**config.mk**
```make
export PLATFORM = sky130hd
export DESIGN_NAME = pvr_texel_fetch
export DESIGN_NICKNAME = d
export VERILOG_FILES = /design/src/rtl/pvr_tex_pkg.sv /design/src/rtl/pvr_texel_extract.sv /design/src/rtl/pvr_texel_fetch.sv
export SDC_FILE = /design/constraint.sdc
export NUM_CORES = 1
export LEC_CHECK = 0
export ABC_AREA = 1
export BUFFER_PORTS_ARGS = -buffer_cell sky130_fd_sc_hd__buf_2
export CAP_MARGIN = 20
export CORE_ASPECT_RATIO = 1.2
export CORE_MARGIN = 3
export CORE_UTILIZATION = 50
export CTS_CLUSTER_DIAMETER = 40
export DETAILED_ROUTE_END_ITERATION = 7
export PLACE_DENSITY = 0.84
export SLEW_MARGIN = 20
export SYNTH_ARGS = -nofsm -noshare
export SYNTH_HDL_FRONTEND = slang
export SYNTH_SLANG_ARGS = --single-unit
export TNS_END_PERCENT = 50
```
**constraint.sdc**
```tcl
create_clock -name clock -period 2.35 [get_ports clock]
set_input_delay 0.47 -clock clock [delete_from_list [all_inputs] [get_ports clock]]
set_output_delay 0.47 -clock clock [all_outputs]
set_load 0.1 [all_outputs]
```
**src/rtl/pvr_tex_pkg.sv**
```systemverilog
// Shared encodings and address widths for the PVR texel fetch path.
package pvr_tex_pkg;

  localparam int WORD_ADDR_W = 29;
  localparam int VRAM_ADDR_W = 23;

  localparam logic [1:0] FMT_16BPP = 2'd0;
  localparam logic [1:0] FMT_8BPP  = 2'd1;
  localparam logic [1:0] FMT_4BPP  = 2'd2;
  localparam logic [1:0] FMT_RSVD  = 2'd3;

  typedef enum logic [1:0] {
    ST_IDLE = 2'd0,
    ST_REQ  = 2'd1,
    ST_WAIT = 2'd2,
    ST_OUT  = 2'd3
  } state_e;

  // VRAM byte address -> DDR word address; the sum wraps modulo 2^WORD_ADDR_W.
  function automatic logic [WORD_ADDR_W-1:0] word_addr(
    input logic [WORD_ADDR_W-1:0] base,
    input logic [VRAM_ADDR_W-1:0] byte_addr
  );
    return base + {{(WORD_ADDR_W-VRAM_ADDR_W+3){1'b0}}, byte_addr[VRAM_ADDR_W-1:3]};
  endfunction

endpackage

```
**src/rtl/pvr_texel_extract.sv**
```systemverilog
// Combinational texel select from a 64-bit word: 16/8/4bpp by byte offset, zero-extended.
import pvr_tex_pkg::*;

module pvr_texel_extract (
  input  logic [63:0] w,
  input  logic [2:0]  o,
  input  logic [1:0]  fmt,
  input  logic        nib,
  output logic [15:0] texel
);

  logic [7:0]  byte_sel;
  logic [15:0] half_sel;

  always_comb begin
    byte_sel = w[{o, 3'b000} +: 8];
    half_sel = w[{o[2:1], 4'b0000} +: 16];
    texel    = half_sel;
    case (fmt)
      FMT_8BPP: texel = {8'd0, byte_sel};
      FMT_4BPP: texel = {12'd0, (nib ? byte_sel[7:4] : byte_sel[3:0])};
      default:  texel = half_sel;   // 16bpp and the reserved code
    endcase
  end

endmodule

```
**src/rtl/pvr_texel_fetch.sv**
```systemverilog
// Texel fetch front-end with a one-word line buffer; hit: texel 1 cycle after accept, miss: read pulse 1 cycle after accept.
// One request in flight; texel held until texel_ready. Optional WAIT watchdog under TEXEL_FETCH_TIMEOUT_EN.
import pvr_tex_pkg::*;

module pvr_texel_fetch #(
  parameter logic [WORD_ADDR_W-1:0] VRAM_WORD_BASE = 29'h0400000,
  parameter int                     TIMEOUT_CYCLES = 1023
) (
  input  logic                   clock,
  input  logic                   reset_n,
  input  logic                   req_valid,
  output logic                   req_ready,
  input  logic [VRAM_ADDR_W-1:0] req_addr,
  input  logic [1:0]             req_fmt,
  input  logic                   req_nib,
  input  logic                   inv_in,
  output logic                   texel_valid,
  input  logic                   texel_ready,
  output logic [15:0]            texel_out,
  output logic [WORD_ADDR_W-1:0] ddram_addr_out,
  output logic                   ddram_rd_out,
  input  logic [63:0]            ddram_readdata_in,
  input  logic                   ddram_valid_in,
  output logic                   fetch_err
);

  if (TIMEOUT_CYCLES < 1) begin : g_bad_cfg
    $error("TIMEOUT_CYCLES must be positive");
  end

  state_e                 state_q, state_d;
  logic [WORD_ADDR_W-1:0] addr_q, addr_d;
  logic [2:0]             off_q, off_d;
  logic [1:0]             fmt_q, fmt_d;
  logic                   nib_q, nib_d;
  logic [63:0]            line_data_q, line_data_d;
  logic [WORD_ADDR_W-1:0] line_tag_q, line_tag_d;
  logic                   line_valid_q, line_valid_d;
  logic                   inv_seen_q, inv_seen_d;
  logic [15:0]            texel_q, texel_d;

  logic [WORD_ADDR_W-1:0] req_waddr;
  logic [63:0]            ext_w;
  logic [2:0]             ext_o;
  logic [1:0]             ext_fmt;
  logic                   ext_nib;
  logic [15:0]            ext_texel;

`ifdef TEXEL_FETCH_TIMEOUT_EN
  localparam int CNT_W = ($clog2(TIMEOUT_CYCLES + 1) > 10) ? $clog2(TIMEOUT_CYCLES + 1) : 10;
  localparam logic [CNT_W-1:0] CNT_LAST = CNT_W'(TIMEOUT_CYCLES - 1);
  logic [CNT_W-1:0] cnt_q, cnt_d;
  logic             err_q, err_d;
`endif

  assign req_waddr      = word_addr(VRAM_WORD_BASE, req_addr);
  assign req_ready      = (state_q == ST_IDLE);
  assign texel_valid    = (state_q == ST_OUT);
  assign ddram_rd_out   = (state_q == ST_REQ);
  assign ddram_addr_out = addr_q;
  assign texel_out      = texel_q;

  // A hit extracts from the buffered word with the live request fields; a fill uses the returned word.
  always_comb begin
    ext_w   = ddram_readdata_in;
    ext_o   = off_q;
    ext_fmt = fmt_q;
    ext_nib = nib_q;
    if (state_q == ST_IDLE) begin
      ext_w   = line_data_q;
      ext_o   = req_addr[2:0];
      ext_fmt = req_fmt;
      ext_nib = req_nib;
    end
  end

  pvr_texel_extract u_extract (
    .w     (ext_w),
    .o     (ext_o),
    .fmt   (ext_fmt),
    .nib   (ext_nib),
    .texel (ext_texel)
  );

  always_comb begin
    state_d      = state_q;
    addr_d       = addr_q;
    off_d        = off_q;
    fmt_d        = fmt_q;
    nib_d        = nib_q;
    line_data_d  = line_data_q;
    line_tag_d   = line_tag_q;
    line_valid_d = line_valid_q;
    inv_seen_d   = inv_seen_q;
    texel_d      = texel_q;
`ifdef TEXEL_FETCH_TIMEOUT_EN
    cnt_d        = cnt_q;
    err_d        = err_q;
`endif
    case (state_q)
      ST_IDLE: begin
        if (req_valid) begin
          addr_d     = req_waddr;
          off_d      = req_addr[2:0];
          fmt_d      = req_fmt;
          nib_d      = req_nib;
          inv_seen_d = 1'b0;
          if (line_valid_q && (req_waddr == line_tag_q) && !inv_in) begin
            texel_d = ext_texel;
            state_d = ST_OUT;
          end else begin
            state_d = ST_REQ;
          end
        end
      end
      ST_REQ: begin
        inv_seen_d = inv_seen_q | inv_in;
`ifdef TEXEL_FETCH_TIMEOUT_EN
        cnt_d      = '0;
`endif
        state_d    = ST_WAIT;
      end
      ST_WAIT: begin
        if (ddram_valid_in) begin
          line_data_d  = ddram_readdata_in;
          line_tag_d   = addr_q;
          // Data read before a VRAM write may be stale; deliver it once but don't keep it.
          line_valid_d = !(inv_seen_q | inv_in);
          texel_d      = ext_texel;
          state_d      = ST_OUT;
        end else begin
          inv_seen_d = inv_seen_q | inv_in;
`ifdef TEXEL_FETCH_TIMEOUT_EN
          if (cnt_q == CNT_LAST) begin
            err_d        = 1'b1;
            texel_d      = 16'h0000;
            line_valid_d = 1'b0;
            state_d      = ST_OUT;
          end else begin
            cnt_d = cnt_q + 1'b1;
          end
`endif
        end
      end
      ST_OUT: begin
        if (texel_ready) begin
          state_d = ST_IDLE;
        end
      end
      default: state_d = ST_IDLE;
    endcase
    if (inv_in) begin
      line_valid_d = 1'b0;
    end
  end

  always_ff @(posedge clock or negedge reset_n) begin
    if (!reset_n) begin
      state_q      <= ST_IDLE;
      addr_q       <= '0;
      off_q        <= '0;
      fmt_q        <= FMT_16BPP;
      nib_q        <= 1'b0;
      line_data_q  <= '0;
      line_tag_q   <= '0;
      line_valid_q <= 1'b0;
      inv_seen_q   <= 1'b0;
      texel_q      <= '0;
    end else begin
      state_q      <= state_d;
      addr_q       <= addr_d;
      off_q        <= off_d;
      fmt_q        <= fmt_d;
      nib_q        <= nib_d;
      line_data_q  <= line_data_d;
      line_tag_q   <= line_tag_d;
      line_valid_q <= line_valid_d;
      inv_seen_q   <= inv_seen_d;
      texel_q      <= texel_d;
    end
  end

`ifdef TEXEL_FETCH_TIMEOUT_EN
  always_ff @(posedge clock or negedge reset_n) begin
    if (!reset_n) begin
      cnt_q <= '0;
      err_q <= 1'b0;
    end else begin
      cnt_q <= cnt_d;
      err_q <= err_d;
    end
  end

  assign fetch_err = err_q;
`else
  assign fetch_err = 1'b0;
`endif

endmodule

```
==> impl_metrics.tcl <==
set metrics [dict create \
    endpoint_kind "flop" \
    critPathMaxFanout 20 \
    rsz0062_at_grt "true" \
    synth_seq_area_share 0.458 \
    ant_nets 0 \
    track_usage 0.255 \
    wire_per_inst_microns 14.9 \
    final_layout_size_suffix_gt1_frac 0.180 \
    port_buffers 135 \
    fmax_mhz 450 \
    clock_latency_ns 0.43 \
    power.density_mw_per_mm2 1750 \
    min_path_type "primary input to flop" \
    vias 6916 \
    cts_root_buffer "clkbuf_16" \
    post-route-drc-count 0 \
    drt_iter0_drc 536 \
    use_met3 0.0725 \
    finalHoldViolCount 0 \
    synth_area_leader_cell "dfrtp_1" \
    period_share 0.946 \
    cellLeakagePower_nw 4.59 \
    critPathLaunchType "flop" \
    synth_seq_cells 132 \
    met1_usage 0.312 \
    crit_type "flop to flop" \
    reg2reg_slack_ns 0.13 \
    hpwl_microns 14000 \
    worstPathRequired_ns 2.72 \
    met2_usage 0.413 \
    slew-limit-headroom 0.582 \
    netlist_area_sq_mm 0.00721 \
    overflow 0 \
    top_usage_layer "met2" \
    synth.distinct_cells 29 \
    core_area_sq_mm 0.0139 \
    gp_congestion 0.871 \
    wl_microns 19500 \
    grt_pass1_wl_microns 31600 \
    yosys-top-cells-area "dfrtp_1, nand2_1, o21ai_0" \
    async_reset_ff_frac 1.00 \
    cts_tree "built" \
    pre_cts_slack_ns 0.141 \
    fin_skew_ns 0.00911 \
    via_per_inst 5.29 \
    antenna_found_initial 0 \
    die_h_microns 138 \
    yosys_warnings 0 \
    syn_avg_cell_area_sq_um 7.19 \
    crit_start "state_q[0]" \
    numCtsBuffers 17 \
    finalSetupTns_ns 0 \
    swShare 0.519 \
    status "finished, final reports clean" \
    dieArea_sq_mm 0.0159 \
    grt_pass1_vias 6641 \
    worstPathArrival_ns 2.59 \
    fin_ws_ns 0.127 \
    maxCapViolations 0 \
    start_util 0.517 \
    synth.most_common_cell "nand2_1" \
    r2r_cells 14 \
    synth_top_area_share 0.458 \
    numClockSinks 132 \
    p_int_w 0.00731 \
    finalCriticalPeriod_ns 2.22 \
    power_frac_seq 0.256 \
    synth_ff_type "dfrtp_1" \
    synth_common_cells "nand2_1, o21ai_0, dfrtp_1, inv_1, nand3_1" \
    worst_slew_pin_slew_ns 0.627 \
    max-vdd-ir-drop_mv 1.13 \
    io-pin-count 145 \
    power.switching_w 0.00790 \
    clk_pin_slew_ns 0.06 \
    cts_max_level 4 \
    drv_slew 0 \
    pwr-share-clk 0.175 \
    clock_path_buffers 2 \
    finalSetupViolations 0 \
    grt_max_degree 73 \
    r2r_start "state_q[0]" \
    power.total_w 0.0152 \
    die_w_microns 116 \
    rows 47 \
    endpoint "texel_out[1]" \
    syn_inst 1003 \
    first_pass_iters 6 \
    syn2layout_area_growth_pct 20.3 \
    fillers 1256 \
    nNetsFinal 1226 \
    r2r_end "texel_out[1]" \
    combPwrFrac 0.569 \
    antenna_cells 0 \
    synth_edf_count 0 \
]
[cell families after synthesis]
logic type	count (synthesis)	synth area share
other	1	0.000520
and+or+nand+nor	441	0.241
AOI/OAI and AO/OA	231	0.168
xor gates and xnor gates	2	0.00243
muxes	1	0.00156
DFF	132	0.458
buffers and inverters	189	0.117
adders and majority gates	6	0.0104
[what timing repair did]
item	4_1_cts	5_1_grt
setup endpoints to repair	0	15
hold buffers	1	0
hold endpoints to repair	27	0
setup buffers	0	0
resized for setup	0	6
[metal layers]
layer	vias up	part of all wire
met5	-	0
met4	0	0.043
met3	71	0.081
met2	330	0.48
met1	3131	0.40
li1	3384	-
[critical path: stages, from the launching register on]
cell and delay [ns]:
dfrtp_1 0.41, inv_2 0.10, ha_4 0.24, buf_12 0.18
nand4_1 0.12, nor2_1 0.10, nand2_1 0.06, nor2_1 0.14
nand3_2 0.17, nand2_1 0.13, nand2_1 0.05, buf_4 0.20
nor2_2 0.12, nand2_1 0.07, nand2_1 0.05
[power groups by stage]
| stage | clock [W] | combinational (W) | sequential, W |
|---|---|---|---|
| 2_1_floorplan | 0 | 0.00492 | 0.00572 |
| 3_3_place_gp | 0 | 0.00829 | 0.00386 |
| 3_5_place_dp | 0 | 0.00846 | 0.00389 |
| 4_1_cts | 0.00270 | 0.00850 | 0.00389 |
| 5_1_grt | 0.00280 | 0.00954 | 0.00401 |
| 6_report | 0.00267 | 0.00865 | 0.00389 |
[how the worst min path moves through the flow]
stage / startpoint / endpoint / depth (start not counted)
final: ddram_readdata_in[28] / line_data_q[28] / 3
after global routing: ddram_readdata_in[20] / line_data_q[20] / 3
after CTS: ddram_readdata_in[20] / line_data_q[20] / 3
after detailed placement: reset_n / line_data_q[23] / 1
after global placement: reset_n / line_data_q[23] / 1
after floorplan: reset_n / ddram_addr_out[0] / 0
[cell usage in the layout (no fill, tap or decap), types with 2 or more instances in the layout]
master       n
o21ai_4      2
clkinv_4     4
buf_4       15
nand2_1    328
buf_12       7
dfrtp_1    132
inv_2        4
nand2_2      2
nor2_1      48
clkinv_2     3
nand3_1     57
xnor2_1      2
ha_1         4
buf_2      133
clkbuf_16   18
o211ai_1    13
conb_1       9
bufinv_16    2
clkbuf_8     3
o21ai_0    171
o21ai_1     11
a21oi_1     31
inv_1      120
[state kept, by name (all words and copies together) (netlist names)]
name and flops:
state_q 2, texel_out 16, fmt_q 2, off_q 3, line_tag_q 21, line_data_q 64
inv_seen_q 1, line_valid_q 1, nib_q 1, ddram_addr_out 21
[final cells by class]
cell class	instances	area [sq um]	share of cell area
clock buffers	21	470	0.0542
clock inverters	11	126	0.0146
inverters	125	469	0.0541
multi-input cells	690	3130	0.361
flip-flops and latches	132	3300	0.381
well taps	171	214	0.0247
repair buffers	158	965	0.111
[through the flow]
step	hold WS (ns)	cell area (sq um)	cells	util
after floorplan	0.174	7290	1011	-
after global placement	0.431	8030	1274	0.576
after detailed placement	0.436	8030	1274	0.576
after CTS	0.250	8630	1307	0.619
after global routing	0.269	8680	1308	0.622
final	0.268	8680	1308	0.622
(Power assumes the default switching activity.)
